$ cat src/rtl/mem_pkg.sv
// Shared memory-access types for the store unit (and a future load unit):
// access-size and store-FSM enums plus an alignment check.
package mem_pkg;

    // Widest byte-offset the alignment helper accepts; callers zero-extend.
    localparam int MAX_OFF_W = 8;

    typedef enum logic [1:0] {
        MEM_BYTE = 2'd0,
        MEM_HALF = 2'd1,
        MEM_WORD = 2'd2,
        MEM_RSVD = 2'd3
    } mem_size_t;

    typedef enum logic [2:0] {
        IDLE,
        READ,
        MERGE,
        WRITE,
        FAULT
    } store_state_t;

    // True when an access of the given size may start at this byte offset.
    // Reserved size is never aligned, so it always faults when trapping.
    function automatic logic is_aligned(input logic [MAX_OFF_W-1:0] offset,
                                        input mem_size_t size);
        case (size)
            MEM_BYTE: is_aligned = 1'b1;
            MEM_HALF: is_aligned = ~offset[0];
            MEM_WORD: is_aligned = (offset == '0);
            default:  is_aligned = 1'b0;
        endcase
    endfunction

endpackage

$ cat src/rtl/store_merge.sv
// Combinational byte-lane merge: overlays right-aligned store data onto an
// existing word at a byte offset (little-endian lanes). Lanes outside the
// store pass the old word through. Needs DATA_WIDTH >= 16.
module store_merge
    import mem_pkg::*;
#(
    parameter  int DATA_WIDTH = 32,
    localparam int OFF_W      = $clog2(DATA_WIDTH / 8),
    localparam int LANES      = DATA_WIDTH / 8
) (
    input  logic [DATA_WIDTH-1:0] i_old,
    input  logic [DATA_WIDTH-1:0] i_new,
    input  logic [OFF_W-1:0]      i_off,
    input  mem_size_t             i_size,
    output logic [DATA_WIDTH-1:0] o_merged
);

    logic sel_word;
    assign sel_word = (i_size == MEM_WORD) || (i_size == MEM_RSVD);

    genvar gi;
    generate
        for (gi = 0; gi < LANES; gi++) begin : g_lane
            localparam logic [OFF_W-1:0] LANE = OFF_W'(gi);
            logic sel_lo;
            logic sel_hi;
            // Low byte of the store lands at the offset; a half's high byte
            // lands one lane up (aligned halves never wrap out of the word).
            assign sel_lo = ((i_size == MEM_BYTE) || (i_size == MEM_HALF)) && (i_off == LANE);
            assign sel_hi = (i_size == MEM_HALF) && ((i_off + OFF_W'(1)) == LANE);
            assign o_merged[gi*8 +: 8] = sel_word ? i_new[gi*8 +: 8] :
                                         sel_lo   ? i_new[7:0]       :
                                         sel_hi   ? i_new[15:8]      :
                                                    i_old[gi*8 +: 8];
        end
    endgenerate

endmodule

$ cat src/rtl/store_unit.sv
// Store unit: accepts byte/half/word stores over valid/ready and writes them
// to a synchronous-read BRAM port. Word stores write directly; sub-word
// stores read the word first and merge the new bytes in.
// Optional macro STORE_MISALIGN_TRAP_EN: misaligned or reserved-size stores
// complete through FAULT with o_misaligned and no write. Without it, offsets
// are force-aligned and reserved size behaves as a word store.
module store_unit
    import mem_pkg::*;
#(
    parameter  int DATA_WIDTH = 32,
    parameter  int ADDR_WIDTH = 10,
    localparam int OFF_W      = $clog2(DATA_WIDTH / 8)
) (
    input  logic                  i_clk,
    input  logic                  i_rst,
    input  logic                  i_valid,
    output logic                  o_ready,
    input  logic [ADDR_WIDTH+OFF_W-1:0] i_addr,
    input  logic [DATA_WIDTH-1:0] i_data,
    input  logic [1:0]            i_size,
    output logic [ADDR_WIDTH-1:0] o_mem_addr,
    output logic [DATA_WIDTH-1:0] o_mem_data,
    output logic                  o_mem_write,
    input  logic [DATA_WIDTH-1:0] i_mem_data,
    output logic                  o_done,
    output logic                  o_misaligned
);

    store_state_t          state_q, state_d;
    logic [ADDR_WIDTH-1:0] addr_q,  addr_d;
    logic [OFF_W-1:0]      off_q,   off_d;
    logic [DATA_WIDTH-1:0] data_q,  data_d;
    mem_size_t             size_q,  size_d;

    logic [OFF_W-1:0]      req_off;
    logic [ADDR_WIDTH-1:0] req_word;
    mem_size_t             req_size;
    logic [DATA_WIDTH-1:0] merged;

    assign req_off  = i_addr[OFF_W-1:0];
    assign req_word = i_addr[OFF_W +: ADDR_WIDTH];
    assign req_size = mem_size_t'(i_size);

    // Ready only in IDLE, and held low while reset is asserted.
    assign o_ready    = (state_q == IDLE) && !i_rst;
    assign o_mem_addr = addr_q;

    store_merge #(
        .DATA_WIDTH(DATA_WIDTH)
    ) u_merge (
        .i_old   (i_mem_data),
        .i_new   (data_q),
        .i_off   (off_q),
        .i_size  (size_q),
        .o_merged(merged)
    );

    // State and latched request registers.
    always_ff @(posedge i_clk or posedge i_rst) begin
        if (i_rst) begin
            state_q <= IDLE;
            addr_q  <= '0;
            off_q   <= '0;
            data_q  <= '0;
            size_q  <= MEM_BYTE;
        end else begin
            state_q <= state_d;
            addr_q  <= addr_d;
            off_q   <= off_d;
            data_q  <= data_d;
            size_q  <= size_d;
        end
    end

    // Next-state, request latching and BRAM/handshake outputs.
    always_comb begin
        state_d      = state_q;
        addr_d       = addr_q;
        off_d        = off_q;
        data_d       = data_q;
        size_d       = size_q;
        o_mem_data   = '0;
        o_mem_write  = 1'b0;
        o_done       = 1'b0;
        o_misaligned = 1'b0;

        case (state_q)
            IDLE: begin
                if (i_valid) begin
                    addr_d = req_word;
                    data_d = i_data;
`ifdef STORE_MISALIGN_TRAP_EN
                    off_d  = req_off;
                    size_d = req_size;
                    if (!is_aligned(MAX_OFF_W'(req_off), req_size)) begin
                        state_d = FAULT;
                    end else if (req_size == MEM_WORD) begin
                        state_d = WRITE;
                    end else begin
                        state_d = READ;
                    end
`else
                    if ((req_size == MEM_WORD) || (req_size == MEM_RSVD)) begin
                        size_d  = MEM_WORD;
                        off_d   = '0;
                        state_d = WRITE;
                    end else begin
                        size_d  = req_size;
                        off_d   = (req_size == MEM_HALF) ? (req_off & ~OFF_W'(1)) : req_off;
                        state_d = READ;
                    end
`endif
                end
            end
            READ: begin
                state_d = MERGE;
            end
            MERGE: begin
                o_mem_data  = merged;
                o_mem_write = 1'b1;
                o_done      = 1'b1;
                state_d     = IDLE;
            end
            WRITE: begin
                o_mem_data  = data_q;
                o_mem_write = 1'b1;
                o_done      = 1'b1;
                state_d     = IDLE;
            end
`ifdef STORE_MISALIGN_TRAP_EN
            FAULT: begin
                o_done       = 1'b1;
                o_misaligned = 1'b1;
                state_d      = IDLE;
            end
`endif
            default: begin
                state_d = IDLE;
            end
        endcase
    end

endmodule

$ cat config.mk
export PLATFORM = sky130hd
export DESIGN_NAME = store_unit
export DESIGN_NICKNAME = d
export VERILOG_FILES = /design/src/rtl/mem_pkg.sv /design/src/rtl/store_merge.sv /design/src/rtl/store_unit.sv
export SDC_FILE = /design/constraint.sdc
export NUM_CORES = 1
export LEC_CHECK = 0
export ABC_CLOCK_PERIOD_IN_PS = 2000
export CAP_MARGIN = 5
export CORE_MARGIN = 10
export CORE_UTILIZATION = 40
export DETAILED_ROUTE_END_ITERATION = 8
export GPL_ROUTABILITY_DRIVEN = 0
export PLACE_DENSITY = 0.76
export SLEW_MARGIN = 20
export SYNTH_ARGS = -nofsm -noshare
export SYNTH_HDL_FRONTEND = slang
export SYNTH_SLANG_ARGS = --single-unit
$ cat constraint.sdc
create_clock -name i_clk -period 2 [get_ports i_clk]
set_input_delay 0.5 -clock i_clk [delete_from_list [all_inputs] [get_ports i_clk]]
set_output_delay 0.5 -clock i_clk [all_outputs]
set_load 0.05 [all_outputs]
==> results of run 1 <==
-- metrics by stage --
| stage | TNS [ns] | hold slack [ns] |
|---|---|---|
| after floorplan | -2.81 | 0.475 |
| after global placement | -1.33 | 0.485 |
| after detailed placement | -2.15 | 0.495 |
| after CTS | -6.84 | 0.519 |
| after global routing | -9.19 | 0.538 |
| final | -7.65 | 0.516 |
-- critical path, stage by stage, from the launching register on --
cell	delay [ns]
dfrtp_2	0.46
buf_2	0.18
buf_4	0.15
and4b_1	0.22
o21ai_1	0.18
a31oi_2	0.14
buf_12	0.17
-- area by class of cell --
cell class | count | area [µm²]
Fill cell | 447 | 1600
Clock inverter | 2 | 38.8
Multi-Input combinational cell | 194 | 2140
Timing Repair Buffer | 177 | 2040
Inverter | 4 | 17.5
Sequential cell | 48 | 1210
Clock buffer | 6 | 82.6
Tap cell | 99 | 124
-- power breakdown --
group / internal [mW] / leakage [nW] / switching [mW]
logic: 1.73 / 1.62 / 1.89
registers: 1.25 / 0.560 / 0.408
clock network: 0.409 / 0.0614 / 0.342
-- what timing repair did --
item | CTS | global route
cloned | 1 | 0
setup buffers | 9 | 7
pin swaps | 12 | 14
gates resized for setup | 60 | 43
endpoints found under the setup margin | 32 | 32
-- per-layer routing --
metal / track usage (%) / share of wire [%] / vias to the layer above
li1: - / - / 1347
met1: 23.5 / 39 / 1482
met2: 33.5 / 51 / 148
met3: 5.86 / 8.1 / 22
met4: 6.19 / 2.4 / 0
met5: 0 / 0 / -
-- cells in the mapped netlist (3+ instances only) --
cell,number
dfrtp_1,48
inv_1,3
a221oi_1,5
a22oi_1,8
nor3_1,9
nor4_1,3
mux2_4,10
and4b_1,8
clkbuf_1,5
o31ai_1,3
mux2_2,33
and3_1,3
o221ai_1,5
mux2i_1,7
o21a_1,3
a31oi_1,3
nor2b_1,10
nand3b_1,3
nor2_1,4
buf_6,10
a21oi_1,9
o2bb2ai_1,16
nand2_1,10
buf_2,6
buf_4,4
o21ai_0,27
-- state kept, by name (all words and copies together) (netlist names) --
| register | cells |
|---|---|
| data_q | 32 |
| o_mem_addr | 10 |
| off_q | 2 |
| size_q | 2 |
| state_q | 2 |
-- placed cells by master (no fill, tap or decap), drive strengths merged, types with 2 or more instances in the layout --
cell and n:
a21oi 9, a221oi 5, a22oi 8, a31oi 3
and3 3, and3b 2, and4b 8, buf 97
clkbuf 6, clkdlybuf4s50 80, dfrtp 48, inv 4
mux2 43, mux2i 7, nand2 10, nand3b 3
nor2 4, nor2b 10, nor3 9, nor3b 3
nor4 3, o21a 3, o21ai 28, o221ai 5
o2bb2ai 16, o31ai 3
-- final timing paths --
kind	end	slack (ns)	start
setup / recovery	o_mem_data[29]	-0.30	off_q[1]
hold / removal	o_mem_addr[3]	0.52	o_mem_addr[3]
setup reg to reg	data_q[30]	0.28	state_q[0]
hold reg to reg	o_mem_addr[3]	0.52	o_mem_addr[3]
max in group asynchronous	state_q[0]	1.14	i_rst
min in group asynchronous	o_mem_addr[3]	0.62	i_rst
-- kinds of logic after synthesis --
family                 after synthesis
AO/OA/AOI/OAI                       82
buffers and inverters               31
flip-flops                          48
multiplexers                        50
other                                1
AND/OR/NAND/NOR                     61
==> results.sh, run 1 <==
export IMPL_preCtsSetupSlack_ns=-0.186
export IMPL_coreArea_um2=7250
export IMPL_synth_cell_area_um2=2970
export IMPL_insertion_delay_ns=0.30
export IMPL_end_kind="output port"
export IMPL_criticalPathCategory="flip-flop to output port"
export IMPL_finalHoldViolations=0
export IMPL_syn_inst=273
export IMPL_viasPerCell=5.66
export IMPL_grt_pass1_vias=3148
export IMPL_muxShareOfSynthArea_pct=19.9
export IMPL_final_antenna_net_count=0
export IMPL_synth_area_top_cells="dfrtp_1 40%, mux2_2 12%, mux2_4 5.0%"
export IMPL_synthSimpleGateAreaFrac_pct=13.6
export IMPL_place_area_um2=4980
export IMPL_wl_per_cell_um=23.5
export IMPL_cts_buffers=5
export IMPL_period_needed_ns=2.30
export IMPL_mappedNetlistNets=354
export IMPL_cts_root_buffer="clkbuf_8"
export IMPL_antenna_cells=0
export IMPL_async_reset_ff_share_pct=100
export IMPL_start_util_pct=41.0
export IMPL_synthDistinctLibCells=41
export IMPL_cp_max_fo=6
export IMPL_report_final_setup_viol=32
export IMPL_dieArea_um2=11300
export IMPL_power_leakage_nw=2.24
export IMPL_drt_iter0_drc=209
export IMPL_ios=127
export IMPL_clock_sinks=48
export IMPL_synth_enable_flop_cells=0
export IMPL_finalInstanceArea_um2=5650
export IMPL_num_rows=31
export IMPL_drc=0
export IMPL_synth_flop_cell="dfrtp_1"
export IMPL_clk_pin_slew_worst_paths_ns=0.09
export IMPL_synth_compound_area_share_pct=18.7
export IMPL_dr_total_vias=2999
export IMPL_max_freq_mhz=435
export IMPL_status="complete, but fails checks"
export IMPL_antenna_found_initial=0
export IMPL_overflow=0
export IMPL_rsz0062_at_grt="yes"
export IMPL_violations="negative setup slack"
export IMPL_hp_class="flip-flop to flip-flop"
export IMPL_nets=511
export IMPL_synthAdderAreaFrac_pct=0
export IMPL_holdPathStages=1
export IMPL_post_synth_cell_area_avg_um2=10.9
export IMPL_area_delta_synth_final_pct=90.0
export IMPL_grt_max_degree=49
export IMPL_synthXorXnorAreaFrac_pct=0
export IMPL_synth_seq_cells=48
export IMPL_peakVddDrop_uv=605
export IMPL_synth_top_area_cell="dfrtp_1"
export IMPL_cts_path_max_buffers=2
export IMPL_dieHeight_um=106
export IMPL_power_mw=6.03
export IMPL_fin_crit_sh_pct=115
export IMPL_drv_slew=0
export IMPL_dp_hpwl_mm=8.61
export IMPL_setup_ws_ns=-0.298
export IMPL_cp_arrival_ns=1.80
export IMPL_numPortBuffers=125
export IMPL_drt_pre_antenna_iters=5
export IMPL_htreeDepth=2
export IMPL_start_kind="flip-flop"
export IMPL_r2r_cells=5
export IMPL_dp_cells=510
export IMPL_max_cap_violations=0
export IMPL_yosysWarnings=0
export IMPL_powerDensity_nw_per_um2=1070
export IMPL_fin_util_pct=77.9
export IMPL_crit_required_ns=1.50
export IMPL_fp_dieW_um=106
export IMPL_clock_skew_ns=0.0100
export IMPL_grt_pass1_wl_mm=18.0
export IMPL_wl_mm=12.5
export IMPL_synth_top_family_by_area="multiplexers"
export IMPL_cts_tree="yes"
export IMPL_yosysSeqAreaShare_pct=40.4
export IMPL_yosys_area_top_type_share_pct=40.4
export IMPL_stdcell_count=530
export IMPL_postCtsHoldBufs=0
export IMPL_grt_util_all_layers_pct=19.7
export IMPL_drive_above_1_share_pct=54.5
(Power assumes the default switching activity.)
==> run 2, diff against run 1 <==
--- a/config.mk
+++ b/config.mk
@@ -12,7 +12,6 @@
 export DETAILED_ROUTE_END_ITERATION = 8
 export GPL_ROUTABILITY_DRIVEN = 0
 export PLACE_DENSITY = 0.76
-export SLEW_MARGIN = 20
 export SYNTH_ARGS = -nofsm -noshare
 export SYNTH_HDL_FRONTEND = slang
 export SYNTH_SLANG_ARGS = --single-unit
==> results of run 2 <==
The final DEF is identical to that of run 1; final timing and power are the same.
==> run 3, diff against run 2 <==
--- a/config.mk
+++ b/config.mk
@@ -9,6 +9,7 @@
 export CAP_MARGIN = 5
 export CORE_MARGIN = 10
 export CORE_UTILIZATION = 40
+export CTS_CLUSTER_DIAMETER = 120
 export DETAILED_ROUTE_END_ITERATION = 8
 export GPL_ROUTABILITY_DRIVEN = 0
 export PLACE_DENSITY = 0.76
==> results of run 3 <==
The final DEF is identical to that of run 1; final timing and power are the same.
